--- src/rtl/bcd_pkg.sv ---
// Shared BCD types and helpers for the up/down counter family.
// Vectors are sized for the widest supported counter and zero-extended by the users.
package bcd_pkg;

  typedef logic [3:0] bcd_digit_t;

  localparam bcd_digit_t BCD_NINE   = 4'd9;
  localparam int         MAX_DIGITS = 8;

  typedef logic [4*MAX_DIGITS-1:0] bcd_vec_t;

  // Elaboration-time conversion of a decimal integer into packed BCD, units in [3:0].
  function automatic bcd_vec_t to_bcd(input int value);
    bcd_vec_t r;
    int       v;
    r = '0;
    v = value;
    for (int i = 0; i < MAX_DIGITS; i++) begin
      r[4*i +: 4] = 4'(v % 10);
      v = v / 10;
    end
    return r;
  endfunction

  function automatic logic bcd_valid(input bcd_vec_t vec);
    logic ok;
    ok = 1'b1;
    for (int i = 0; i < MAX_DIGITS; i++) begin
      if (vec[4*i +: 4] > BCD_NINE) ok = 1'b0;
    end
    return ok;
  endfunction

endpackage

--- src/rtl/bcd_digit.sv ---
// Combinational single-digit BCD step cell; carry/borrow ripples from the units upward.
import bcd_pkg::*;

module bcd_digit (
  input  bcd_digit_t digit_i,
  input  logic       up_i,
  input  logic       cin_i,
  output bcd_digit_t digit_o,
  output logic       cout_o
);

  always_comb begin
    digit_o = digit_i;
    cout_o  = 1'b0;
    if (cin_i) begin
      if (up_i) begin
        if (digit_i >= BCD_NINE) begin
          digit_o = 4'd0;
          cout_o  = 1'b1;
        end else begin
          digit_o = digit_i + 4'd1;
        end
      end else begin
        if (digit_i == 4'd0) begin
          digit_o = BCD_NINE;
          cout_o  = 1'b1;
        end else begin
          digit_o = digit_i - 4'd1;
        end
      end
    end
  end

endmodule

--- src/rtl/bcd_updown_counter.sv ---
// Multi-digit BCD up/down counter with arbitrary decimal modulus, load, clear and
// a registered wrap/borrow pulse for cascading stages.
import bcd_pkg::*;

module bcd_updown_counter #(
  parameter int DIGITS    = 2,
  parameter int MAX_VALUE = 99,
  parameter int SATURATE  = 0
) (
  input  logic                clk,
  input  logic                reset,
  input  logic                tick,
  input  logic                up,
  input  logic                clear,
  input  logic                load,
  input  logic [4*DIGITS-1:0] load_bcd,
  output logic [4*DIGITS-1:0] bcd,
  output logic                carry,
  output logic                at_max,
  output logic                at_zero,
  output logic                load_err
);

  localparam int             W        = 4 * DIGITS;
  localparam bcd_vec_t       MAX_FULL = to_bcd(MAX_VALUE);
  localparam logic [W-1:0]   MAX_BCD  = MAX_FULL[W-1:0];

  logic [W-1:0]    bcd_q, bcd_d;
  logic            carry_q, carry_d;
  logic            load_err_q, load_err_d;

  logic [DIGITS:0] chain;
  logic [W-1:0]    stepped;
  bcd_vec_t        load_ext;
  logic            load_ok;
  logic            limit_hit;

  assign chain[0] = 1'b1;

  for (genvar gi = 0; gi < DIGITS; gi++) begin : g_digit
    bcd_digit u_digit (
      .digit_i (bcd_q[4*gi +: 4]),
      .up_i    (up),
      .cin_i   (chain[gi]),
      .digit_o (stepped[4*gi +: 4]),
      .cout_o  (chain[gi+1])
    );
  end

  assign at_max  = (bcd_q == MAX_BCD);
  assign at_zero = (bcd_q == '0);

  // A decrement borrows out of the top digit exactly when the count is zero.
  assign limit_hit = up ? at_max : chain[DIGITS];

  always_comb begin
    load_ext        = '0;
    load_ext[W-1:0] = load_bcd;
  end

  // Valid BCD orders the same as its decimal value, so a plain compare works.
  assign load_ok = bcd_valid(load_ext) && (load_bcd <= MAX_BCD);

  always_comb begin
    bcd_d      = bcd_q;
    carry_d    = 1'b0;
    load_err_d = 1'b0;
    if (clear) begin
      bcd_d = '0;
    end else if (load) begin
      if (load_ok) bcd_d = load_bcd;
      else         load_err_d = 1'b1;
    end else if (tick) begin
      if (limit_hit) begin
        if (SATURATE == 0) begin
          bcd_d   = up ? '0 : MAX_BCD;
          carry_d = 1'b1;
        end
      end else begin
        bcd_d = stepped;
      end
    end
  end

  always_ff @(posedge clk) begin
    if (reset) begin
      bcd_q      <= '0;
      carry_q    <= 1'b0;
      load_err_q <= 1'b0;
    end else begin
      bcd_q      <= bcd_d;
      carry_q    <= carry_d;
      load_err_q <= load_err_d;
    end
  end

  assign bcd      = bcd_q;
  assign carry    = carry_q;
  assign load_err = load_err_q;

endmodule

--- config.mk ---
export PLATFORM = sky130hd
export DESIGN_NAME = bcd_updown_counter
export DESIGN_NICKNAME = d
export VERILOG_FILES = /design/src/rtl/bcd_pkg.sv /design/src/rtl/bcd_digit.sv /design/src/rtl/bcd_updown_counter.sv
export SDC_FILE = /design/constraint.sdc
export NUM_CORES = 1
export LEC_CHECK = 0
export CAP_MARGIN = 15
export CORE_ASPECT_RATIO = 0.8
export CORE_UTILIZATION = 52
export CTS_BUF_LIST = sky130_fd_sc_hd__clkbuf_4
export CTS_CLUSTER_SIZE = 20
export DETAILED_ROUTE_END_ITERATION = 7
export MAX_ROUTING_LAYER = met4
export PLACE_DENSITY = 0.83
export SLEW_MARGIN = 25
export SYNTH_ARGS = -nofsm -noshare
export SYNTH_HDL_FRONTEND = slang
export SYNTH_HIERARCHICAL = 1
export SYNTH_SLANG_ARGS = --single-unit
--- constraint.sdc ---
create_clock -name clk -period 2.6 [get_ports clk]
set_input_delay 0.26 -clock clk [delete_from_list [all_inputs] [get_ports clk]]
set_output_delay 0.26 -clock clk [all_outputs]
set_load 0.02 [all_outputs]
==> results.sh <==
export IMPL_status="finished clean"
export IMPL_drive_gt1_share_pct=18.6
export IMPL_tightest_slew_ns=0.644
export IMPL_grt_pass1_vias=1080
export IMPL_clock_sinks=10
export IMPL_slew_viol_final=0
export IMPL_drtPass1Iterations=4
export IMPL_hp_start="load_bcd[4]"
export IMPL_cts_root_buf="clkbuf_4"
export IMPL_slowest_delay_ns=0.41
export IMPL_synth_compound_area_share_pct=30.3
export IMPL_die_w_microns=53.9
export IMPL_r2r_start="bcd[0]"
export IMPL_max_freq_mhz=414
export IMPL_drc_errors=0
export IMPL_drv_cap=0
export IMPL_finalHoldViolations=0
export IMPL_clock_latency_ns=0.25
export IMPL_place_detailed_hpwl_microns=2250
export IMPL_critPathMaxFanout=5
export IMPL_endpoint_kind="register"
export IMPL_ys_flop_type="dfxtp_1"
export IMPL_path_cells="inv_1 > ha_1 > or3b_4 > a21boi_2 > nor2_2 > o21ai_0 > nor2_1 > nor2b_2 > nor2_2 > nand3_1 > a221oi_1"
export IMPL_synth_xor_area_share_pct=0
export IMPL_synth_warnings=6
export IMPL_crit_required_ns=2.75
export IMPL_cts_buffers=3
export IMPL_leakage_uw=0.000543
export IMPL_clkTransAtPathRegs_ns=0.07
export IMPL_tritoncts="done"
export IMPL_rows=14
export IMPL_vias=1234
export IMPL_synthAdderAreaFrac_pct=8.95
export IMPL_gp_congestion=0.933
export IMPL_arrival_ns=2.56
export IMPL_crit_type="reg2reg"
export IMPL_cts_hold_buf=0
export IMPL_vdd_ir_drop_worst_mv=0.477
export IMPL_critPathBufInv=1
export IMPL_grt_max_degree=15
export IMPL_rr_endpoint="bcd[6]"
export IMPL_crit_top_cell="nor2_2"
export IMPL_routed_wl_microns=3060
export IMPL_grt_pass1_wl_microns=4870
export IMPL_final_cell_mix="clkdlybuf4s50_1 (25), inv_1 (13), o21ai_0 (10), nand3_1 (10), dfxtp_1 (10)"
export IMPL_placed_cells=192
export IMPL_fp_coreArea_sq_um=1940
export IMPL_skew_ns=0.00134
export IMPL_synthMuxAreaShare_pct=1.79
export IMPL_first_iter_violations=32
export IMPL_holdPathEnd="bcd[4]"
export IMPL_post_synth_cell_area_avg_sq_um=7.82
export IMPL_io_pins=26
export IMPL_grt_usage_pct=28.3
export IMPL_r2r_cells=11
export IMPL_period_minus_slack_ns=2.41
export IMPL_hold_class="in2reg"
export IMPL_clockBufferDepth=2
export IMPL_antenna_cells=0
export IMPL_period_share_pct=92.9
export IMPL_drt_vias_per_instance=6.30
export IMPL_port_buffers=25
export IMPL_die_area_sq_um=2340
export IMPL_whs_ns=0.620
export IMPL_critPathTopFamily="simple AND/OR/NAND/NOR gates"
export IMPL_async_flop_share_pct=0
export IMPL_area_delta_synth_final_pct=28.9
export IMPL_htreeDepth=1
export IMPL_yosys_area_share_simple_pct=30.1
export IMPL_antenna_left=0
export IMPL_final_common_cell="clkdlybuf4s50_1"
export IMPL_finalNetCount=195
export IMPL_hold_depth=3
export IMPL_synth_edff_count=0
export IMPL_wl_per_cell_microns=15.6
export IMPL_yosysSeqAreaShare_pct=17.9
export IMPL_die_height_microns=43.5
export IMPL_synth_cell_types=40
export IMPL_start_util_pct=57.5
export IMPL_syn_nets=165
export IMPL_relSlewSlack_pct=56.9
export IMPL_ff2ff_setup_slack_ns=0.19
export IMPL_stdcell_count=196
export IMPL_power_density_nw_per_um2=330
export IMPL_fin_total_pwr_uw=476
export IMPL_ys_ff_latch=10
export IMPL_setup_viol=0
export IMPL_syn_area_sq_um=1120
export IMPL_critPathLaunchType="register"
export IMPL_crit_slowest_cell="or3b_4"
export IMPL_overflow=0
export IMPL_synth_top_family_by_area="compound AO/OA/AOI/OAI gates"
export IMPL_syn_inst=143
export IMPL_antenna_found_initial=0
## worst min-delay path, cell delays in order
cell and delay [ns]:
clkdlybuf4s50_1 0.41, o32ai_1 0.11, nor3_1 0.05
## per-stage QoR
step / area (sq um) / TNS, ns / utilization (%) / setup WS (ns)
after floorplan: 1120 / 0 / - / 0.101
after global placement: 1390 / 0 / 71.4 / 0.179
after detailed placement: 1390 / 0 / 71.4 / 0.0851
after CTS: 1420 / 0 / 72.8 / 0.0599
after global routing: 1440 / -0.00207 / 74.1 / -0.00162
final: 1440 / 0 / 74.1 / 0.185
## synth_stat cells, types with 4 or more instances
cell type	number	area (sq um)
a31o_2	4	35.0
a221oi_1	4	35.0
o21ai_0	10	50.1
buf_6	5	56.3
nand3_1	10	50.1
nand2_1	4	15.0
dfxtp_1	10	200
nor2_1	11	41.3
ha_1	8	100
a2111oi_0	4	35.0
a21oi_1	4	20.0
nor3b_1	4	30.0
inv_1	13	48.8
o32ai_1	4	35.0
nor3_1	4	20.0
## report_power, final
group	total, uW	internal, uW	leakage (uW)	switching [uW]
sequential	170	159	0.0000814	10.7
combinational	199	98.9	0.000447	99.7
clock	107	55.2	0.0000154	51.9
## state kept, by name, indices dropped and copies added, names as in the netlist
signal,cells
load_err,1
carry,1
bcd,8
## final cells by class
cell class | count | area (sq um)
flip-flops and latches | 10 | 200
repair buffers | 33 | 310
clock buffers | 3 | 22.5
multi-input cells | 112 | 826
clock inverters | 1 | 3.75
fillers | 139 | 503
inverters | 13 | 48.8
well taps | 24 | 30.0
## repair_timing
item | CTS | global route
setup buffers | 0 | 0
gates resized for setup | 0 | 7
endpoints found under the setup margin | 0 | 7
## per-layer routing
metal	wire, microns	GRT usage [%]	vias up
met2	1410	44.9	60
li1	-	-	601
met4	54	4.21	0
met3	185	3.86	10
met1	1410	38.5	563
met5	0	-	-
## worst max path at each step
stage / slack [ns] / to / depth (start not counted) / start
2_1_floorplan: 0.10 / bcd[1] / 12 / bcd[1]
3_3_place_gp: 0.18 / bcd[7] / 10 / bcd[0]
3_5_place_dp: 0.09 / bcd[7] / 8 / up
4_1_cts: 0.06 / bcd[7] / 10 / bcd[0]
5_1_grt: -0.002 / bcd[7] / 10 / bcd[0]
6_report: 0.19 / bcd[6] / 11 / bcd[0]
## kinds of logic after synthesis
group	Yosys count
muxes	2
buffers and inverters	21
and+or+nand+nor	56
adders and majority gates	8
DFF	10
AOI/OAI and AO/OA	45
other	1
(Power assumes the default switching activity.)
